[src/rtl/jstk_dir_reader.sv]
// PmodJSTK reader: SPI mode-0 poll, X/Y/button capture, dead-zone direction classifier and debounce.
// Optional JSTK_LED_EN: drives the joystick LED command in byte 0; otherwise MOSI stays low.
module jstk_dir_reader #(
    parameter int SCLK_HALF      = 100,
    parameter int SS_SETUP       = 1500,
    parameter int BYTE_GAP       = 1000,
    parameter int POLL_CYCLES    = 1000000,
    parameter int DEADZONE       = 128,
    parameter int STABLE_SAMPLES = 3
) (
    input  logic       CLK,
    input  logic       RST,
    input  logic       MISO,
    output logic       SS,
    output logic       MOSI,
    output logic       SCLK,
    input  logic [1:0] led_cmd,
    output logic [9:0] x_pos,
    output logic [9:0] y_pos,
    output logic [2:0] btn,
    output logic       sample_valid,
    output logic [2:0] DIR,
    output logic       dir_valid
);

    typedef enum logic [2:0] {IDLE, SETUP, SHIFT, GAP, DONE, DECODE} state_t;
    typedef enum logic [2:0] {D_NONE = 3'd0, D_UP = 3'd1, D_DOWN = 3'd2,
                              D_LEFT = 3'd3, D_RIGHT = 3'd4} dir_t;

    localparam int TMAX_A = (SS_SETUP > BYTE_GAP) ? SS_SETUP : BYTE_GAP;
    localparam int TMAX   = (TMAX_A > SCLK_HALF) ? TMAX_A : SCLK_HALF;
    localparam int TW     = $clog2(TMAX + 1);
    localparam int PW     = $clog2(POLL_CYCLES + 1);
    localparam int CW     = $clog2(STABLE_SAMPLES + 1);
    localparam logic [CW-1:0] STAB = CW'(STABLE_SAMPLES);
    localparam logic [10:0]   DZ   = 11'(DEADZONE);

    state_t        state, state_next;
    logic [TW-1:0] tmr;
    logic [PW-1:0] poll_cnt;
    logic [2:0]    bit_idx, byte_idx;
    logic [7:0]    rx_sr, x_lo, y_lo;
    logic [1:0]    x_hi, y_hi;
    logic [2:0]    btn_raw;
    dir_t          cand, cls, cand_new;
    logic [CW-1:0] cnt, cnt_new;
    logic          dir_change;

    logic half_done, setup_done, gap_done, byte_end;
    assign half_done  = (tmr == TW'(SCLK_HALF - 1));
    assign setup_done = (tmr == TW'(SS_SETUP - 1));
    assign gap_done   = (tmr == TW'(BYTE_GAP - 1));
    assign byte_end   = (state == SHIFT) && half_done && SCLK && (bit_idx == 3'd7);

    // NOTE: every signal written in always_comb gets a default first so no latch is inferred.
    always_comb begin
        state_next = state;
        case (state)
            IDLE:    if (poll_cnt == '0) state_next = SETUP;
            SETUP:   if (setup_done) state_next = SHIFT;
            SHIFT:   if (byte_end) state_next = GAP;
            GAP:     if (gap_done) state_next = (byte_idx < 3'd4) ? SHIFT : DONE;
            DONE:    state_next = DECODE;
            DECODE:  state_next = IDLE;
            default: state_next = IDLE;
        endcase
    end

    // NOTE: sequential state uses non-blocking assignments so every register samples pre-edge values.
    always_ff @(posedge CLK) begin
        if (RST) state <= IDLE;
        else     state <= state_next;
    end

    // Direction from the registered sample; ties between axes resolve vertically.
    logic signed [10:0] dx, dy;
    logic [10:0]        adx, ady;
    always_comb begin
        dx  = $signed({1'b0, x_pos}) - 11'sd512;
        dy  = $signed({1'b0, y_pos}) - 11'sd512;
        adx = dx[10] ? 11'(-dx) : 11'(dx);
        ady = dy[10] ? 11'(-dy) : 11'(dy);
        cls = D_NONE;
        if (adx > DZ || ady > DZ) begin
            if (ady >= adx) cls = (!dy[10] && dy != 11'sd0) ? D_UP : D_DOWN;
            else            cls = (!dx[10] && dx != 11'sd0) ? D_RIGHT : D_LEFT;
        end
        if (cls == cand) begin
            cand_new = cand;
            cnt_new  = (cnt == STAB) ? cnt : cnt + 1'b1;
        end else begin
            cand_new = cls;
            cnt_new  = CW'(1);
        end
        dir_change = (cnt_new == STAB) && (cand_new != dir_t'(DIR));
    end

    always_ff @(posedge CLK) begin
        if (RST) begin
            SS           <= 1'b1;
            SCLK         <= 1'b0;
            tmr          <= '0;
            poll_cnt     <= '0;
            bit_idx      <= '0;
            byte_idx     <= '0;
            rx_sr        <= '0;
            x_lo         <= '0;
            x_hi         <= '0;
            y_lo         <= '0;
            y_hi         <= '0;
            btn_raw      <= '0;
            x_pos        <= '0;
            y_pos        <= '0;
            btn          <= '0;
            sample_valid <= 1'b0;
            cand         <= D_NONE;
            cnt          <= '0;
            DIR          <= D_NONE;
            dir_valid    <= 1'b0;
        end else begin
            SS           <= !(state_next inside {SETUP, SHIFT, GAP});
            poll_cnt     <= (poll_cnt == PW'(POLL_CYCLES - 1)) ? '0 : poll_cnt + 1'b1;
            sample_valid <= (state == DONE);
            dir_valid    <= (state == DECODE) && dir_change;

            if (state_next != state || (state == SHIFT && half_done)) tmr <= '0;
            else                                                      tmr <= tmr + 1'b1;

            if (state == IDLE) begin
                bit_idx  <= '0;
                byte_idx <= '0;
            end

            // Rising half samples MISO; falling half advances the bit and files a full byte.
            if (state == SHIFT && half_done) begin
                SCLK <= !SCLK;
                if (!SCLK) begin
                    rx_sr <= {rx_sr[6:0], MISO};
                end else if (bit_idx == 3'd7) begin
                    bit_idx <= '0;
                    case (byte_idx)
                        3'd0:    x_lo    <= rx_sr;
                        3'd1:    x_hi    <= rx_sr[1:0];
                        3'd2:    y_lo    <= rx_sr;
                        3'd3:    y_hi    <= rx_sr[1:0];
                        default: btn_raw <= rx_sr[2:0];
                    endcase
                end else begin
                    bit_idx <= bit_idx + 1'b1;
                end
            end

            if (state == GAP && gap_done && byte_idx < 3'd4) byte_idx <= byte_idx + 1'b1;

            if (state == DONE) begin
                x_pos <= {x_hi, x_lo};
                y_pos <= {y_hi, y_lo};
                btn   <= btn_raw;
            end

            if (state == DECODE) begin
                cand <= cand_new;
                cnt  <= cnt_new;
                if (dir_change) DIR <= cand_new;
            end
        end
    end

`ifdef JSTK_LED_EN
    // Byte 0 carries the LED command latched as SS falls; later bytes shift out zeros.
    logic [7:0] tx_sr;
    always_ff @(posedge CLK) begin
        if (RST)
            tx_sr <= '0;
        else if (state == IDLE && state_next == SETUP)
            tx_sr <= {6'b100000, led_cmd};
        else if (state == SHIFT && half_done && SCLK)
            tx_sr <= {tx_sr[6:0], 1'b0};
    end
    assign MOSI = tx_sr[7];
`else
    logic unused_led;
    assign unused_led = ^led_cmd;
    assign MOSI       = 1'b0;
`endif

endmodule

[config.mk]
export PLATFORM = sky130hd
export DESIGN_NAME = jstk_dir_reader
export DESIGN_NICKNAME = d
export VERILOG_FILES = /design/src/rtl/jstk_dir_reader.sv
export SDC_FILE = /design/constraint.sdc
export NUM_CORES = 1
export LEC_CHECK = 0
export CORE_AREA = 10 10 120 122
export DETAILED_ROUTE_END_ITERATION = 12
export DIE_AREA = 0 0 130 132
export HOLD_SLACK_MARGIN = 0.15
export PLACE_DENSITY = 0.59
export SLEW_MARGIN = 20
export SYNTH_ARGS = -nofsm -noshare
export SYNTH_HDL_FRONTEND = slang
export SYNTH_SLANG_ARGS = --single-unit
[constraint.sdc]
create_clock -name CLK -period 11.09 [get_ports CLK]
set_input_delay 3.327 -clock CLK [delete_from_list [all_inputs] [get_ports CLK]]
set_output_delay 3.327 -clock CLK [all_outputs]
set_load 0.02 [all_outputs]
==> metrics list, run 1 <==
- Status: complete, no violations
* Flops & latches, synth: 106
- For the worst setup path, the data required time is 7760 ps.
- Buffers inserted to repair hold after CTS numbered 0.
- After clock tree synthesis, the setup repair step added 0 buffers.
- Static timing analysis puts the maximum clock frequency at 0.1963 GHz.
* Post-Place Worst Slack: 6018 ps
- Vias after detailed routing: 4550
- Crit-path max cell delay: 720 ps
- Max-Slew Margin vs Limit: 42.42%
- Setup total negative slack: 0 ps
* Number of top-level design ports: 36
* Synthesized area divided by synthesized cell count: 8.005 sq um
* Multiplexer fraction of the synthesized cell area: 2.475%
- The worst setup path is of the reg -> out kind.
* Clock tree from TritonCTS: yes
* Hold WS: 455.0 ps
- In this run the worst path has a maximum fanout of 19.
- Critical Path, Cell by Cell: clkdlybuf4s50_1
- The smallest clock period supported by the final layout is computed as 5095 ps.
- Leakage power: 2.106 nW
- Simple-gate share of the synthesized area: 27.60%
- The worst hold path begins at tmr[0].
- The worst setup path is captured at a primary output.
- Of the available clock period, the critical path in the final layout requires 45.94%.
- Fraction of layout instances using a drive strength above 1: 6.122%
- Across the run, the number of max-cap violations was 0.
- The clock drives 106 sinks.
- Measured slew at the worst slew-check pin: 863.8 ps
- Setup violations remaining at the end of the flow were counted as 0.
- GRT Util Overall: 14.10%
* Dominant cells by area after synthesis: sky130_fd_sc_hd__dfxtp_1 40%, sky130_fd_sc_hd__nand2_1 7.7%, sky130_fd_sc_hd__a21oi_1 6.2%
* Count of buffers inserted at the top-level ports: 32
- Sequential area share after synthesis: 39.98%
- Most crowded layer after global routing: met2
- Root Buffer: sky130_fd_sc_hd__clkbuf_16
- The first TritonRoute pass finished after 4 iterations.
- In this run the power density over the cells is 122.6 nW/um^2.
* Cell at the slowest stage of the critical path: sky130_fd_sc_hd__clkdlybuf4s50_1
- STA classifies the critical path startpoint as a flip-flop.
- In this run, CTS created clock tree buffers numbering 9.
- Critical path buffers and inverters: 1
* Ant. Diodes: 0
- Cell taking the most area after synthesis: sky130_fd_sc_hd__dfxtp_1
* Global-route wire length before repair: 20260 um
- Counting flops with a built-in enable in the synthesized netlist gives 0.
- In this run the vertical extent of the chip is 132 um.
- The congestion estimate from routability-driven global placement came to 0.8559.
* Pin count of the biggest net entering global routing: 76
- For this run, the number of Yosys warnings is 0.
* Ranking of synthesized cells by instance count: 109 x sky130_fd_sc_hd__nand2_1, 106 x sky130_fd_sc_hd__dfxtp_1, 80 x sky130_fd_sc_hd__nor2_1
- For this run, design rule violations remaining after detail routing come to 0.
- In this run, the number of DRC markers left after iteration 0 of detailed routing was 341.
* Least setup slack across all paths after layout: 5995 ps
- Detailed placer's ending HPWL: 8679 um
- Global routing consumed, on the met1 layer, 17.83% of the routing resources.
* Most numerous cell in the Yosys netlist: sky130_fd_sc_hd__nand2_1
- Parity-gate share of the synthesized area counting xor and xnor cells: 6.577%
* Standard-cell row count: 40
- The number of global-route vias before repair came to 4262.
- Largest delay contributor family on the critical path: buffers and inverters
- Of the post-synthesis cell area, the dominant cell type holds 39.98%.
- The die covers 17160 sq um.
- Antenna violations before repair: 0
- Horizontal die dimension: 130 um
- In the final routed layout, each cell accounts on average for 14.24 um.
- Between clock sinks in the finished design, the worst skew comes to 7.393 ps.
- Compound-cell area share of the yosys netlist: 14.24%
- For met2 alone, demand over resource in global routing was 22.89%.
* Total count of max-transition violations in the final report: 0
- Final global-route overflow total: 0
- Cells fill 50.70% of the core in the end.
- Dominant combinational cell family by area after synthesis: simple AND/OR/NAND/NOR gates
- In this run, placement finished with an instance count of 817.
* Effective utilization at floorplan: 44.56%
- Layout overhead on the synthesized area: 13.79%
- At the later pin of the worst-skew pair, clock insertion delay measures 350 ps.
- The most critical setup path has its startpoint at y_pos[9].
- Post-synthesis cell area: 5308 sq um
- After the last flow step, the layout net total stands at 709.
* Post-Synth Adder-Cell Area: 5.422%
- After detailed routing, the total wire length is 11870 um.
* Post-Syn Instances: 663
* Setup repair after global routing missed its margin: no
- Cell Count, Final, Fillers Out: 833
* Core Region: 11910 sq um
- Signal arrival time at the worst endpoint: 1770 ps
* Most instantiated flip-flop cell in the synthesis netlist: sky130_fd_sc_hd__dfxtp_1
- After clock tree synthesis, the clock-pin slew on the worst setup and hold paths is 80 ps.
- R2r startpoint: y_pos[0]
- Count of instances resized after the clock tree is built: 0
- After detailed routing, the number of vias per cell comes to 5.462.
* Synth cell types: 63
- Async set or reset register ratio after synthesis: 0%
- No sink is reached through more buffers than the 2 on the longest clock path.
* Number of nets still failing antenna checks after routing: 0
- The path class of the tightest hold or removal check is reg -> reg.
* Total number of H-tree levels: 3
- VDD sags by at most 0.09077 mV.
* FILL cells: 1162
- Number of hold violations in the final report: 0
- Global routing consumed, on the met3 layer, 2.695% of the routing resources.
==> final timing paths <==
check	end	slack (ps)	cells after the start
max reg2reg	DIR[2]	6920	16
min reg2reg	tmr[0]	450	1
max	y_pos[9]	5990	1
min	tmr[0]	450	1
==> routing by layer <==
metal	up-vias	part of all wire, %
met3	8	4.0
met2	77	48
met4	0	1.0
met1	2129	47
met5	-	0
li1	2336	-
==> area by class of cell <==
type | count | area (sq um) | area share [%]
timing repair buffer | 35 | 337.8 | 5.594
multi-input combinational | 509 | 3013 | 49.89
sequential | 106 | 2122 | 35.14
clock inverter | 7 | 82.58 | 1.367
tap | 147 | 183.9 | 3.045
inverter | 20 | 75.07 | 1.243
clock buffer | 9 | 225.2 | 3.729
==> layout by cell type, fill, tap and decap left out, drive strengths merged, types with 2 or more instances in the layout <==
cell type / synthesis / layout
nand2: 110 / 110
dfxtp: 106 / 106
nor2: 80 / 80
a21oi: 66 / 66
nand3: 45 / 45
clkdlybuf4s50: 0 / 31
inv: 20 / 24
ha: 23 / 23
xor2: 20 / 20
xnor2: 19 / 19
nor3: 17 / 17
o21ai: 13 / 13
mux2i: 12 / 12
clkbuf: 26 / 9
nor4: 8 / 8
a211oi: 8 / 8
nand4: 7 / 7
a31oi: 6 / 6
and2: 6 / 6
and3: 6 / 6
or3: 5 / 5
nor4b: 5 / 5
or4: 4 / 4
o21a: 4 / 4
buf: 3 / 4
nand2b: 3 / 3
nor2b: 3 / 3
a21o: 3 / 3
or2: 3 / 3
a2111oi: 3 / 3
conb: 2 / 3
nand4b: 3 / 3
a31o: 3 / 3
nand3b: 2 / 2
clkinvlp: 0 / 2
or4b: 2 / 2
o41ai: 2 / 2
a211o: 2 / 2
==> power by group <==
part           total (mW)  switching [mW]  internal, mW
Combinational      0.0267          0.0180       0.00864
Clock               0.327           0.148         0.179
Sequential          0.387         0.00345         0.384
==> metrics by stage <==
stage	power (mW)	cell area (sq um)
6_report	0.7407	6040
2_1_floorplan	0.4153	5311
4_1_cts	0.7495	6040
3_5_place_dp	0.4226	5732
3_3_place_gp	0.4218	5732
5_1_grt	0.7693	6040
==> cells by family after synthesis <==
| kind of cell | Yosys count |
|---|---|
| AO/OA/AOI/OAI | 119 |
| XOR/XNOR | 39 |
| adder cells (fa/ha/maj) | 23 |
| buffers and inverters | 49 |
| flip-flops | 106 |
| multiplexers | 13 |
| other | 2 |
| AND/OR/NAND/NOR | 312 |
==> flip-flops by register name (all words and copies together), names as in the netlist, 8 cells and up <==
signal and cells:
y_lo 8, x_lo 8, rx_sr 8, tmr 11, y_pos 10, x_pos 10
poll_cnt 20
Power figures use the tool's default switching activity.
==> run 2, diff against run 1 <==
- PLACE_DENSITY: 0.59 -> 0.61
- clock period: 11.09 -> 4.4 ns (I/O delays scaled with it)
==> metrics list, run 2 (synthesis results as in run 1) <==
- The run finished with clean final reports.
- Number of buffers created by CTS: 9 (unchanged)
- Based on the critical path, the design can be clocked at up to 0.2474 GHz.
- Largest register FFs: 20 (unchanged)
- Count of buffers inserted at the top-level ports: 32 (unchanged)
- The library cells used most frequently in the layout, excluding fill and tap cells, are 109 x sky130_fd_sc_hd__nand2_1, 106 x sky130_fd_sc_hd__dfxtp_1, 80 x sky130_fd_sc_hd__nor2_1.
* Largest delay contributor family on the critical path: compound AO/OA/AOI/OAI gates
- Gp weighted congestion: 0.8355 (-2.4%)
* Total count of max-transition violations in the final report: 0 (unchanged)
* Number of global-route vias before repair: 4128 (-3.1%)
- Leakage power: 2.153 nW (+2.2%)
- The routed via count was 4503 (-1.0%).
* Number of nets still failing antenna checks after routing: 0 (unchanged)
* Register-to-Register Setup Slack: 360 ps (-6560 ps)
- The path with the worst hold slack has its endpoint at x_pos[9].
- The cell depth of the worst min-delay path was 2 (+1).
- The sink count of the clock tree was 106 (unchanged).
- The stage delay of the slowest cell on the critical path came to 500 ps (-220 ps).
* Share of total power consumed by net switching: 20.54% (-2.3 points)
- Ranked by flip-flop count, first place goes to poll_cnt.
* Post-Place Worst Slack: 420.8 ps (-5597 ps)
* FILL cells: 1180 (+1.5%)
- The tree is rooted in a sky130_fd_sc_hd__clkbuf_16.
- The share of layout cells above drive strength 1 was 6.395% (+0.27 points).
- TritonCTS built the clock tree.
* Setup Viol. Count Final: 0 (unchanged)
- The HPWL after detailed placement came to 8594 um (-0.97%).
- Endpoint type of the worst setup path: flip-flop
- Crit-path max FO: 7 (-12)
* Drt via density: 5.393 (-1.3%)
* Final global-route overflow total: 0 (unchanged)
- R2r startpoint: y_pos[1]
- The slowest stage of the critical path is the sky130_fd_sc_hd__nor4b_1 cell.
- The I/O pin total came to 36 (unchanged).
* Count of instances resized after the clock tree is built: 0 (unchanged)
- The relative slew slack came to 34.91% (-7.5 points).
* Setup repair after global routing missed its margin: no
- The clock input transition at the sequential cells of the worst setup and hold paths came to 70 ps (about the same).
- Net load switching power: 0.3963 mW (+130%)
- Nets: 711 (+0.28%)
- Antenna violations before repair: 0 (unchanged)
* Final Skew: 4.817 ps (-2.576 ps)
- Sequential fraction of design power: 50.6% (-1.7 points)
* Number of hold violations in the final report: 0 (unchanged)
- Die area: 17160 sq um (unchanged)
- Layout overhead on the synthesized area: 14.88%
* Most common cell after layout, fill and taps aside: sky130_fd_sc_hd__nand2_1
- The peak supply drop is 0.1659 mV (+83%).
- The remaining design rule violation count came to 0 (unchanged).
* Biggest registers after layout: poll_cnt: 20 flops, tmr: 11 flops
- Standard-cell row count: 40 (unchanged)
- The wire length of the first global-routing pass came to 19640 um (-3.1%).
* Internal power of the cells: 1.533 mW (+170%)
* Signal arrival time at the worst endpoint: 4280 ps (+2510 ps)
- The required time of the critical path is 4640 ps (-3120 ps).
* Ant. Diodes: 0 (unchanged)
* Horizontal die dimension: 130 um (unchanged)
- The number of buffer and inverter stages on the critical path is 2 (+1).
* Core Region: 11910 sq um (unchanged)
- CTS Hold Bufs: 0 (unchanged)
- Kind of start point of the critical path: flip-flop
- Number of DRC violations after detailed-routing iteration 0: 246 (-28%)
* Total number of H-tree levels: 3 (unchanged)
- Post-layout total power: 1.929 mW (+160%)
- Average wire length per cell after detail routing: 14.03 um (-1.5%)
- Pin count of the biggest net entering global routing: 75 (-1.3%)
* Share of power burned in combinational logic: 3.4% (-0.2 points)
- Measured slew at the worst slew-check pin: 974.4 ps (+110.6 ps)
- Setup total negative slack: 0 ps (unchanged)
- Launch point of the worst hold path: x_hi[1]
- The total setup buffers inserted after CTS was 0 (unchanged).
- The all-layer global routing usage came to 13.73% (-0.37 points).
* Detailed Route WL: 11720 um (-1.3%)
* Source-to-sink clock delay at the later pin of the worst-skew pair: 340 ps (about the same)
- Pre-antenna DRT Iters: 5 (+1)
- Worst min path class: reg -> reg
- Depth of the most critical reg-to-reg path: 16 (unchanged)
* Critical Path, Cell by Cell: inv_1, ha_1, nor4b_1, a21oi_1, xnor2_1, inv_1, ha_1, a21o_1, a21o_1, or2_2, a21oi_1, a2111oi_0, a211oi_2, o21a_1, nor3_1, a31o_1
- By startpoint and endpoint, the worst setup path is classified as reg -> reg.
* Tmin final: 4042 ps
- Least setup slack across all paths after layout: 357.9 ps (-5637 ps)
- Dividing the final minimum period by the clock period gives 91.87%.
* Maximum capacitance violations: 0 (unchanged)
- Clock share of power: 46.0% (+1.9 points)
* Effective utilization at floorplan: 44.56% (unchanged)
* Power per cell area: 316.4 nW/um^2 (+160%)
- The clock tree buffer depth came to 2 (unchanged).
* End of the worst register-to-register path: DIR[2]
- DIE HEIGHT: 132 um (unchanged)
-- run 2: changes by cell type in the layout (fill, tap and decap cells not counted), sizes merged --
| cell | before | now |
|---|---|---|
| clkinv | 0 | 1 |
| buf | 4 | 6 |
| bufinv | 1 | 2 |
| clkinvlp | 2 | 1 |
| inv | 24 | 20 |
| clkbuf | 9 | 12 |
-- run 2: power by group through the flow --
stage                     logic (mW)  clock network (mW)  registers [mW]
final                         0.0653               0.888           0.976
after global placement        0.0645                   0           0.998
after CTS                     0.0663               0.903           0.976
after detailed placement      0.0658                   0           0.998
after global routing          0.0754               0.953           0.977
after floorplan               0.0515                   0           0.995
-- run 2: layout make-up --
class / instances / area, sq um / share of cell area (%)
clock inverter: 4 / 72.57 / 1.190
sequential: 106 / 2122 / 34.80
tap: 147 / 183.9 / 3.017
clock buffer: 12 / 266.5 / 4.371
timing repair buffer: 37 / 352.8 / 5.787
multi-input combinational: 509 / 3024 / 49.60
inverter: 20 / 75.07 / 1.231
-- run 2: per-layer routing --
| layer | track usage, % | part of all wire (%) | vias up |
|---|---|---|---|
| li1 | - | - | 2334 |
| met1 | 17.22 | 45 | 2072 |
| met2 | 21.85 | 48 | 79 |
| met3 | 3.701 | 4.8 | 18 |
| met4 | 5.000 | 2.1 | 0 |
| met5 | 0 | 0 | - |
-- run 2: worst max-delay path by stage --
stage	cells past startpoint	from	slack [ps]	endpoint
2_1_floorplan	13	x_pos[5]	660	DIR[2]
3_3_place_gp	16	y_pos[1]	430	DIR[2]
3_5_place_dp	16	y_pos[1]	420	DIR[2]
4_1_cts	16	y_pos[1]	380	DIR[2]
5_1_grt	16	y_pos[1]	40	DIR[2]
6_report	16	y_pos[1]	360	DIR[2]
-- run 2: metrics by stage --
stage          hold slack (ps)  instances  area, sq um  utilization, %
2_1_floorplan            417.6        664         5311               -
3_3_place_gp             432.3        819         5758           48.34
3_5_place_dp             439.3        819         5758           48.34
4_1_cts                  454.5        835         6097           51.19
5_1_grt                  472.5        835         6097           51.19
6_report                 448.8        835         6097           51.19
-- run 2: worst reg2reg max path, stage by stage, from the launching register on --
cell and delay (ps):
sky130_fd_sc_hd__dfxtp_1 370, sky130_fd_sc_hd__inv_1 80, sky130_fd_sc_hd__ha_1 230, sky130_fd_sc_hd__nor4b_1 500, sky130_fd_sc_hd__a21oi_1 170, sky130_fd_sc_hd__xnor2_1 310, sky130_fd_sc_hd__inv_1 80, sky130_fd_sc_hd__ha_1 180
sky130_fd_sc_hd__a21o_1 150, sky130_fd_sc_hd__a21o_1 190, sky130_fd_sc_hd__or2_2 290, sky130_fd_sc_hd__a21oi_1 440, sky130_fd_sc_hd__a2111oi_0 170, sky130_fd_sc_hd__a211oi_2 310, sky130_fd_sc_hd__o21a_1 220, sky130_fd_sc_hd__nor3_1 70
sky130_fd_sc_hd__a31o_1 190
==> run 3, diff against run 2 <==
- ABC_AREA: unset -> 1
- CORE_AREA: 10 10 120 122 -> 2 2 113 115
- CTS_CLUSTER_DIAMETER: unset -> 100
- DIE_AREA: 0 0 130 132 -> 0 0 115 117
==> metrics list, run 3 <==
- Status: complete, no violations
- Power per cell area: 297.8 nW/um^2 (-5.9%)
* Number of synthesized flops with an enable pin: 0 (unchanged)
* Post-placement cell area: 5799 sq um (+0.72%)
- End of the worst register-to-register path: DIR[2]
- Number of nets still failing antenna checks after routing: 0 (unchanged)
- Cell taking the most area after synthesis: sky130_fd_sc_hd__dfxtp_1
- Crit-path max FO: 7 (unchanged)
* Largest register FFs: 20 (unchanged)
* Count of instances resized after the clock tree is built: 0 (unchanged)
- The data arrival time at the worst-slack endpoint was 3450 ps (-830 ps).
- Number of buffers created by CTS: 9 (unchanged)
- Sinks on the clock net: 106 (unchanged)
- STA classifies the critical path endpoint as a flip-flop.
- The maximum number of pins on one net before global-route repair is 45 (-40%).
* Register containing the most flip-flops in the final layout: poll_cnt
- The die extent in x came to 115 um (-12%).
- CTS Hold Bufs: 0 (unchanged)
- The total of endpoints with negative setup slack in the final report came to 0 (unchanged).
- The total of max-cap violations was 0 (unchanged).
- End of the worst hold path: tmr[0]
- The leakage dissipation is 2.399 nW (+11%).
- Final cell area excluding filler cells: 6078 sq um (-0.31%)
- CTS Buffer Depth: 2 (unchanged)
- The per-cell via count in the routed design is 5.042 (-6.5%).
* Synth warnings: 0 (unchanged)
- DIE HEIGHT: 117 um (-11%)
- The number of cell instances on the worst register-to-register path is 21 (+5).
- Post-Syn Instances: 742 (+12%)
* Detailed placer's ending HPWL: 8715 um (+1.4%)
- Post-route clock period utilization: 73.06% (-19 points)
- The worst register-to-register path begins at x_pos[0].
- The area inside the core boundary was 12310 sq um (+3.4%).
- Most instantiated flip-flop cell in the synthesis netlist: sky130_fd_sc_hd__dfxtp_1
* Synth cell types: 43 (-32%)
- Ranking of synthesized cells by instance count: 112 x sky130_fd_sc_hd__nor2_1, 111 x sky130_fd_sc_hd__nand2_1, 106 x sky130_fd_sc_hd__dfxtp_1
- The number of antenna violations at the first check in global routing is 0 (unchanged).
- The wire length per cell came to 12.41 um (-12%).
- The die outline area is 13460 sq um (-22%).
- Worst min path class: reg -> reg
- The number of fill cells is 1255 (+6.4%).
- Biggest registers after layout: poll_cnt: 20 flops, tmr: 11 flops
- The all-layer global routing usage is 17.84% (+4.1 points).
- Layout overhead on the synthesized area: 13.00%
- The share of layout cells above drive strength 1 was 7.235% (+0.84 points).
* Most numerous cell in the Yosys netlist: sky130_fd_sc_hd__nor2_1
- The overall power was 1.810 mW (-6.2%).
* Async set or reset register ratio after synthesis: 0% (unchanged)
* Effective utilization at floorplan: 43.69% (-0.87 points)
- The worst hold path begins at tmr[0].
* Number of hold violations in the final report: 0 (unchanged)
- The measured slew at the worst slew-check pin was 967.7 ps (-6.750 ps).
* Total count of max-transition violations in the final report: 0 (unchanged)
* Hold WS: 445.6 ps (-3.275 ps)
- The total congestion overflow came to 0 (unchanged).
- The peak supply drop came to 0.1616 mV (-2.6%).
- Number of top-level design ports: 36 (unchanged)
- The per-instance average area after synthesis is 7.249 sq um (-9.4%).
- Global-route wire length before repair: 19550 um (-0.46%)
- Most common cell after layout, fill and taps aside: sky130_fd_sc_hd__nor2_1
- The sum of negative setup slack was 0 ps (unchanged).
- The worst-case register-to-register setup slack is 1190 ps (+830 ps).
* Number of DRC violations after detailed-routing iteration 0: 280 (+14%)
* Gp weighted congestion: 0.8772 (+5.0%)
- Pre-antenna DRT Iters: 4 (-1)
- Clock slew seen by the registers of the worst setup and hold paths: 80 ps (about the same)
* Count of buffers inserted at the top-level ports: 32 (unchanged)
- Tmin final: 3215 ps (-827.5 ps)
- Area share of the largest cell type after synthesis: 39.45% (-0.53 points)
- The relative slew slack is 34.99% (+0.087 points).
* Dominant cells by area after synthesis: sky130_fd_sc_hd__dfxtp_1 39%, sky130_fd_sc_hd__nor2_1 7.8%, sky130_fd_sc_hd__nand2_1 7.7%
* DRC viols: 0 (unchanged)
* Ant. Diodes: 0 (unchanged)
- Nets: 797 (+12%)
* Final Skew: 12.63 ps (+7.810 ps)
- The number of global-route vias before repair is 4286 (+3.8%).
- STA classifies the critical path startpoint as a flip-flop.
- Max Freq: 0.3111 GHz (+26%)
* Vias after detailed routing: 4659 (+3.5%)
- The required time of the critical path is 4640 ps (about the same).
* Sequential area share after synthesis: 39.45% (-0.53 points)
- Setup repair after global routing missed its margin: no
- Most frequent cells in the layout: 112 x sky130_fd_sc_hd__nor2_1, 111 x sky130_fd_sc_hd__nand2_1, 106 x sky130_fd_sc_hd__dfxtp_1
- The post-synth design cell area was 5379 sq um (+1.3%).
- Total setup buffers inserted after CTS: 0 (unchanged)
- The number of rows in the core area is 41 (+2.5%).
- Source-to-sink clock delay at the later pin of the worst-skew pair: 340 ps (about the same)
* Flops & latches, synth: 106 (unchanged)
- TritonCTS built the clock tree.
* Total number of H-tree levels: 3 (unchanged)
- Instance count along the most critical hold path: 1 (-1)
- The wire length reported by the detailed router was 11470 um (-2.1%).
- Root Buffer: sky130_fd_sc_hd__clkbuf_16
- The worst setup path is of the reg -> reg kind.
## run 3: cell count changes after synthesis, sizes merged, moves of 13 or more
| cell | previous run | this run |
|---|---|---|
| xnor2 | 19 | 1 |
| inv | 20 | 105 |
| clkbuf | 26 | 13 |
| nor2 | 80 | 122 |
| a211oi | 8 | 25 |
| o21ai | 13 | 52 |
## run 3: how the worst max path moves through the flow
| stage | from | to | cells past startpoint | slack, ps |
|---|---|---|---|---|
| 3_5_place_dp | x_pos[0] | DIR[2] | 21 | 1180 |
| 3_3_place_gp | RST | poll_cnt[17] | 4 | 1180 |
| 5_1_grt | x_pos[0] | DIR[2] | 21 | 730 |
| 2_1_floorplan | x_pos[0] | DIR[2] | 19 | 1540 |
| 4_1_cts | x_pos[0] | DIR[2] | 21 | 1170 |
| 6_report | x_pos[0] | DIR[2] | 21 | 1190 |
## run 3: per-stage QoR
| stage | utilization [%] | cells | worst slack [ps] |
|---|---|---|---|
| after floorplan | - | 743 | 1540 |
| after global placement | 47.10 | 908 | 1181 |
| after detailed placement | 47.10 | 908 | 1180 |
| after CTS | 49.37 | 924 | 1166 |
| after global routing | 49.37 | 924 | 729.9 |
| final | 49.37 | 924 | 1185 |
## run 3: cells by family after synthesis
logic type | count (synthesis) | synth area share, %
AOI/OAI and AO/OA | 140 | 14.86
xor gates and xnor gates | 11 | 1.931
adders and majority gates | 23 | 5.350
buffers and inverters | 124 | 9.304
DFF | 106 | 39.45
other | 2 | 0.1396
and+or+nand+nor | 336 | 28.96
## run 3: area by class of cell
class | count | area (sq um) | share of cell area [%]
inverter | 105 | 394.1 | 6.484
multi-input combinational | 513 | 2760 | 45.41
clock inverter | 6 | 50.05 | 0.8234
timing repair buffer | 34 | 335.3 | 5.517
sequential | 106 | 2122 | 34.91
clock buffer | 10 | 229.0 | 3.767
tap | 150 | 187.7 | 3.088
## run 3: worst max-delay path: stages, from the launching register on
cell	delay, ps
sky130_fd_sc_hd__dfxtp_1	420
sky130_fd_sc_hd__inv_1	120
sky130_fd_sc_hd__ha_1	260
sky130_fd_sc_hd__nand3_1	130
sky130_fd_sc_hd__nand3b_1	80
sky130_fd_sc_hd__nand2_1	120
sky130_fd_sc_hd__inv_1	60
sky130_fd_sc_hd__ha_1	280
sky130_fd_sc_hd__a21oi_1	150
sky130_fd_sc_hd__o21ai_0	90
sky130_fd_sc_hd__nand2_1	60
sky130_fd_sc_hd__nand2_1	110
sky130_fd_sc_hd__nor3_2	330
sky130_fd_sc_hd__nor2_1	140
sky130_fd_sc_hd__nand2_2	120
sky130_fd_sc_hd__nand2_1	70
sky130_fd_sc_hd__nand2_2	80
sky130_fd_sc_hd__nand4_4	140
sky130_fd_sc_hd__nor2_1	180
sky130_fd_sc_hd__nand2_1	70
sky130_fd_sc_hd__nand2_1	60
sky130_fd_sc_hd__nor2_1	40
## run 3: where the power goes
| group | switching (mW) | leakage [nW] | total (mW) | internal [mW] |
|---|---|---|---|---|
| logic | 0.0587 | 1.42 | 0.0846 | 0.0259 |
| clock network | 0.363 | 0.123 | 0.753 | 0.390 |
| registers | 0.00619 | 0.855 | 0.973 | 0.967 |
## run 3: layer usage
layer  GRT usage [%]  vias to the layer above  wire length, um
li1                -                     2495                -
met1           23.37                     2098             5550
met2           30.35                       51             5416
met3           2.678                       15              287
met4           5.783                        0              212
met5               0                        -                0
